==> src/rtl/sysid_regbank.sv <==
// sysid_regbank: system identification register bank.
// Eight 32-bit words: fixed ID and build timestamp, a free-running uptime
// counter with a coherent high-word shadow, a control word and up to three
// scratch words. Reads are fully pipelined with a fixed READ_LATENCY.
//
// Legal parameter ranges: UPTIME_WIDTH 33..64, READ_LATENCY 1..4,
// NUM_SCRATCH 0..3.
module sysid_regbank #(
   parameter logic [31:0] SYSTEM_ID    = 32'h56DC_3F2D,
   parameter logic [31:0] TIMESTAMP    = 32'h0,
   parameter int unsigned UPTIME_WIDTH = 48,
   parameter int unsigned READ_LATENCY = 1,
   parameter int unsigned NUM_SCRATCH  = 2
) (
   input  logic        clock,
   input  logic        reset,
   input  logic [2:0]  address,
   input  logic        read,
   input  logic        write,
   input  logic [31:0] writedata,
   output logic [31:0] readdata,
   output logic        readdatavalid
);

   localparam int unsigned HI_W   = UPTIME_WIDTH - 32;
   localparam int unsigned SCR_N  = 3;
   localparam logic [2:0]  A_ID   = 3'd0;
   localparam logic [2:0]  A_TS   = 3'd1;
   localparam logic [2:0]  A_UPLO = 3'd2;
   localparam logic [2:0]  A_UPHI = 3'd3;
   localparam logic [2:0]  A_CTRL = 3'd4;
   localparam logic [2:0]  A_SCR0 = 3'd5;

   // architectural state
   logic [UPTIME_WIDTH-1:0] cnt_q, cnt_d;
   logic [HI_W-1:0]         shadow_q, shadow_d;
   logic                    run_q, run_d;
   logic                    wrap_q, wrap_d;
   logic [31:0]             scratch_q [SCR_N];
   logic [31:0]             scratch_d [SCR_N];

   // read return pipeline; stage READ_LATENCY-1 drives the outputs
   logic                    pipe_vld_q  [READ_LATENCY];
   logic [31:0]             pipe_data_q [READ_LATENCY];

   logic                    wr_acc_c;
   logic                    ctrl_wr_c;
   logic                    clear_c;
   logic                    cnt_max_c;
   logic                    wrap_set_c;
   logic [31:0]             rd_word_c;

   // Write decode: a read in the same cycle wins and the write is dropped.
   always_comb begin
      wr_acc_c  = write & ~read;
      ctrl_wr_c = wr_acc_c & (address == A_CTRL);
      clear_c   = ctrl_wr_c & writedata[1];
   end

   // Read word mux, sampled in the accept cycle.
   always_comb begin
      rd_word_c = '0;
      case (address)
         A_ID:    rd_word_c = SYSTEM_ID;
         A_TS:    rd_word_c = TIMESTAMP;
         A_UPLO:  rd_word_c = cnt_q[31:0];
         A_UPHI:  rd_word_c = 32'(shadow_q);
         A_CTRL:  rd_word_c = {29'd0, wrap_q, 1'b0, run_q};
         default: begin
            for (int unsigned i = 0; i < SCR_N; i++) begin
               if ((i < NUM_SCRATCH) && (address == 3'(32'(A_SCR0) + i))) begin
                  rd_word_c = scratch_q[i];
               end
            end
         end
      endcase
   end

   // Next-state for counter, shadow, CTRL bits and scratch words.
   always_comb begin
      cnt_d      = cnt_q;
      shadow_d   = shadow_q;
      run_d      = run_q;
      wrap_set_c = 1'b0;
      scratch_d  = scratch_q;
      cnt_max_c  = (cnt_q == '1);

      // clear beats both increment and the wrap it would have caused
      if (clear_c) begin
         cnt_d = '0;
      end else if (run_q) begin
         if (cnt_max_c) begin
            cnt_d      = '0;
            wrap_set_c = 1'b1;
         end else begin
            cnt_d = cnt_q + UPTIME_WIDTH'(1);
         end
      end

      // a clear command leaves run untouched so the counter can be zeroed
      // without stopping it
      if (ctrl_wr_c && !writedata[1]) begin
         run_d = writedata[0];
      end

      // a wrap arriving in the same cycle as its W1C keeps the flag set
      wrap_d = wrap_set_c | (wrap_q & ~(ctrl_wr_c & writedata[2]));

      // snapshot the high part together with the low-word read
      if (read && (address == A_UPLO)) begin
         shadow_d = cnt_q[UPTIME_WIDTH-1:32];
      end

      for (int unsigned i = 0; i < SCR_N; i++) begin
         if (wr_acc_c && (i < NUM_SCRATCH) && (address == 3'(32'(A_SCR0) + i))) begin
            scratch_d[i] = writedata;
         end
      end
   end

   // State registers with synchronous reset.
   always_ff @(posedge clock) begin
      if (reset) begin
         cnt_q    <= '0;
         shadow_q <= '0;
         run_q    <= 1'b1;
         wrap_q   <= 1'b0;
         for (int unsigned i = 0; i < SCR_N; i++) begin
            scratch_q[i] <= '0;
         end
      end else begin
         cnt_q    <= cnt_d;
         shadow_q <= shadow_d;
         run_q    <= run_d;
         wrap_q   <= wrap_d;
         for (int unsigned i = 0; i < SCR_N; i++) begin
            scratch_q[i] <= scratch_d[i];
         end
      end
   end

   // Read return pipeline; data is zero in every idle slot.
   always_ff @(posedge clock) begin
      if (reset) begin
         for (int unsigned i = 0; i < READ_LATENCY; i++) begin
            pipe_vld_q[i]  <= 1'b0;
            pipe_data_q[i] <= '0;
         end
      end else begin
         pipe_vld_q[0]  <= read;
         pipe_data_q[0] <= read ? rd_word_c : 32'd0;
         for (int unsigned i = 1; i < READ_LATENCY; i++) begin
            pipe_vld_q[i]  <= pipe_vld_q[i-1];
            pipe_data_q[i] <= pipe_data_q[i-1];
         end
      end
   end

   assign readdata      = pipe_data_q[READ_LATENCY-1];
   assign readdatavalid = pipe_vld_q[READ_LATENCY-1];

endmodule

==> config.mk <==
export PLATFORM = sky130hd
export DESIGN_NAME = sysid_regbank
export DESIGN_NICKNAME = d
export VERILOG_FILES = /design/src/rtl/sysid_regbank.sv
export SDC_FILE = /design/constraint.sdc
export NUM_CORES = 1
export LEC_CHECK = 0
export ABC_CLOCK_PERIOD_IN_PS = 2970
export CAP_MARGIN = 20
export CELL_PAD_IN_SITES_DETAIL_PLACEMENT = 0
export CELL_PAD_IN_SITES_GLOBAL_PLACEMENT = 1
export CORE_ASPECT_RATIO = 0.5
export CORE_MARGIN = 2
export CORE_UTILIZATION = 42
export CTS_CLUSTER_SIZE = 30
export DETAILED_ROUTE_END_ITERATION = 10
export GPL_TIMING_DRIVEN = 0
export PLACE_DENSITY = 0.9
export REMOVE_ABC_BUFFERS = 1
export SLEW_MARGIN = 20
export SYNTH_ARGS = -nofsm -noshare
export SYNTH_HDL_FRONTEND = slang
export SYNTH_SLANG_ARGS = --single-unit
==> constraint.sdc <==
create_clock -name clock -period 2.97 [get_ports clock]
set_clock_uncertainty 0.2 [all_clocks]
set_input_delay 0.7425 -clock clock [delete_from_list [all_inputs] [get_ports clock]]
set_output_delay 0.7425 -clock clock [all_outputs]
set_load 0.01 [all_outputs]
==> results.md <==
- Synthesized area: ~7000 sq um
- Final nets: 970
- Layout cells sized above 1: between 6 and 7%
- Final worst-path setup slack: about 0.22 ns
- Drt total wl: 19300 microns
- Worst path cell trace: buf_2 > buf_12 > nand2b_1 > nor3b_2 > buf_4 > nand2_1 > a21oi_1
- Synth Flop Type: dfxtp_1
- Dpl ws: -0.461 ns
- Fmax: roughly 360 MHz
- HP Class: reg -> reg
- GRT Overall Usage: between 20% and 30%
- Fraction of synthesized area in multiplexers: under 10%
- RD Place Congestion: 0.878
- Final Util: a little over half
- Via density: between 5 and 6
- Adder-Cell Fraction of Synth Area: less than 1%
- CP max FO: 38
- Crit path capture type: flip-flop
- TritonCTS clock tree: yes
- Slew @ Worst Pin: 0.984 ns
- P_int: 3700 uW
- Antenna violations before repair: 1
- Iteration-0 DRC Markers: ~660
- RSZ-0062 raised after global routing: false
- Distinct cell type count after synthesis: 48
- #FFs+latches synth: roughly 160
- Final min period: 2.75 ns
- Synth Area in Simple Gates: roughly a quarter
- Largest net degree at the start of global routing: 66
- Detailed Routing Iterations Pass 1: 5
- Fillers: ~1500
- Maximum buffer depth of the clock tree: 2
- Post-DP HPWL: approximately 13000 microns
- Finished Cell Area: between 8000 and 9000 sq um
- Register area: 3260 sq um
- First-pass GRT wire length: between 30000 and 40000 microns
- Synth async-reset ratio: 0%
- Die H: roughly 95 microns
- Crit path DAT: around 2.9 ns
- # clock sinks: 163
- Compound-Gate Fraction of Synth Area: roughly 16%
- Vias in the first global route: just under 6000
- Post-synth top area cell: dfxtp_1
- Avg Inst Size Synth: just under 8 sq um
- Worst Hold Margin: between 0.2 and 0.3 ns
- Rows: 33
- Ant diodes: 0
- Die width: 186 microns
- Seq/Total Area, Yosys: between 40% and 50%
- Post-Synth XOR/XNOR Area: ~5%
- Final setup viols: 0
- Top-area cell type share of the netlist area: between 40% and 50%
- CP max stage cell: nor3b_2
- DIE AREA: 17700 sq um
- Clock latency on the worst-skew pair: 0.42 ns
- Clock network power share: between 40 and 50%
- Max cap viols: 0
- CTS root buf: clkbuf_16
- Largest cells by area after synthesis: dfxtp_1, nand2_1, a21oi_1, nor2_1, clkbuf_1
- Critical path's largest stage delay: around 0.68 ns
- Max Slew Vio Count: 0
- Most common cell in the netlist: nand2_1
- Wire length per cell: 16.5 microns
- Combinational fraction of design power: between 6 and 7%
- CP Launch Type: input port
- Reg power frac: a little under half
- Ys Warns: 0
- DR vias: roughly 6400
- VDD IR max: approximately 0.37 mV
- Status: finished clean
- Starting Density: around 43%
- Final hold vios: 0
- CP Class: in -> reg
- Final ANT Viol Nets: 0
- Net switching power: about 1100 uW
- Period utilisation layout: between 90% and 100%
- Clock transition at path regs: approximately 0.060 ns
- CTS Buf Count: 17
- Multi-input gate area in the final layout: roughly 3500 sq um
- Max H-tree Level: 4
- Post-Syn Instances: between 800 and 900
- Synth top cells by count: nand2_1, dfxtp_1, a21oi_1
- Layout area overhead: 22.8%
- Leak pwr: 0.00278 uW
- Sw frac: around a quarter
- Placed cell area: ~8000 sq um
- EDFF count, synth: 0
- Core ar.: 16300 sq um
- IO Port Bufs: just over 70
- Congestion Overflow GR: 0
- # IOs: 72
- DRC Markers: 0
- Pwr Density: around 560 nW/um^2
- R2R depth: 8
- Setup TNS: 0 ns
- Max_slew headroom: 34.4%
- Hold Crit Depth: 2
- WP data required: approximately 3.1 ns
- Largest family of logic cells by synthesized area: simple AND/OR/NAND/NOR gates
## stage by stage
stage / total power (uW) / cells
6_report: 4830 / 1170
2_1_floorplan: 2370 / 828
3_5_place_dp: 2570 / 1135
4_1_cts: 4850 / 1167
3_3_place_gp: 2550 / 1126
5_1_grt: 4990 / 1170
## final cells by class
cell class              instances  area share (%)
clock inverters                14            2.06
multi-input cells             652            40.5
flip-flops and latches        163            38.0
clock buffers                  18            5.12
repair buffers                 83            10.4
inverters                      13           0.569
well taps                     227            3.31
## critical path, delay by kind of cell
kind,cells,cell delay (ns)
and+or+nand+nor,3,1.31
AOI/OAI and AO/OA,1,0.14
buffers and inverters,3,0.67
## state kept, by name, summed over array words and instances, names as in the netlist
name / flops
cnt_q: 48
pipe_data_q: 32
scratch_q: 64
run_q: 1
shadow_q: 16
pipe_vld_q: 1
wrap_q: 1
## path summary, 6_finish.rpt
kind                                    from                    endpoint  slack [ns]
setup / recovery                  address[1]   shadow_q[14]$_SDFFE_PP0P_        0.22
hold / removal    scratch_q[36]$_SDFFE_PP0P_  scratch_q[36]$_SDFFE_PP0P_        0.25
setup reg to reg       cnt_q[0]$_SDFFE_PP0P_      cnt_q[20]$_SDFFE_PP0P_        0.26
hold reg to reg   scratch_q[36]$_SDFFE_PP0P_  scratch_q[36]$_SDFFE_PP0P_        0.25
## what timing repair did
action / 4_1_cts / 5_1_grt
resized for setup: 2 / 3
endpoints found under the setup margin: 21 / 26
endpoints found under the hold margin: 0 / 0
pin swaps: 0 / 2
gates cloned: 0 / 0
setup buffers: 0 / 3
hold buffers: 0 / 0
## per-layer routing
layer | vias up | global-route usage (%) | wire [microns]
met1 | 3023 | 32.4 | 9640
met3 | 29 | 4.09 | 1230
met4 | 2 | 6.40 | 278
met5 | - | 0 | 13
met2 | 184 | 34.5 | 8130
li1 | 3117 | - | -
## cell families after synthesis
family,after synthesis
xor gates and xnor gates,39
DFF,163
AOI/OAI and AO/OA,194
adders and majority gates,1
and+or+nand+nor,407
muxes,11
buffers and inverters,76
## placed cells by master, fill, tap and decap left out, drive strengths merged, types with 9 or more instances in the layout
| master | synthesis | final |
|---|---|---|
| nand2 | 201 | 201 |
| inv | 13 | 18 |
| nor4 | 11 | 11 |
| a21oi | 122 | 122 |
| o22a | 9 | 9 |
| mux2i | 11 | 11 |
| nand4 | 24 | 24 |
| dfxtp | 163 | 163 |
| o21ai | 23 | 23 |
| xor2 | 20 | 20 |
| nor3 | 10 | 10 |
| nor2 | 94 | 94 |
| xnor2 | 19 | 19 |
| buf | 10 | 16 |
| clkbuf | 53 | 18 |
| nand3 | 21 | 21 |
| nor2b | 14 | 14 |
| clkdlybuf4s50 | 0 | 67 |
| or4 | 10 | 10 |
## power groups by stage
| stage | clock network (uW) | registers, uW | logic (uW) |
|---|---|---|---|
| 6_report | 2300 | 2230 | 304 |
| 5_1_grt | 2430 | 2230 | 329 |
| 4_1_cts | 2330 | 2230 | 300 |
| 3_5_place_dp | 0 | 2270 | 298 |
| 3_3_place_gp | 0 | 2270 | 276 |
| 2_1_floorplan | 0 | 2280 | 97.2 |
(Power assumes the default switching activity.)
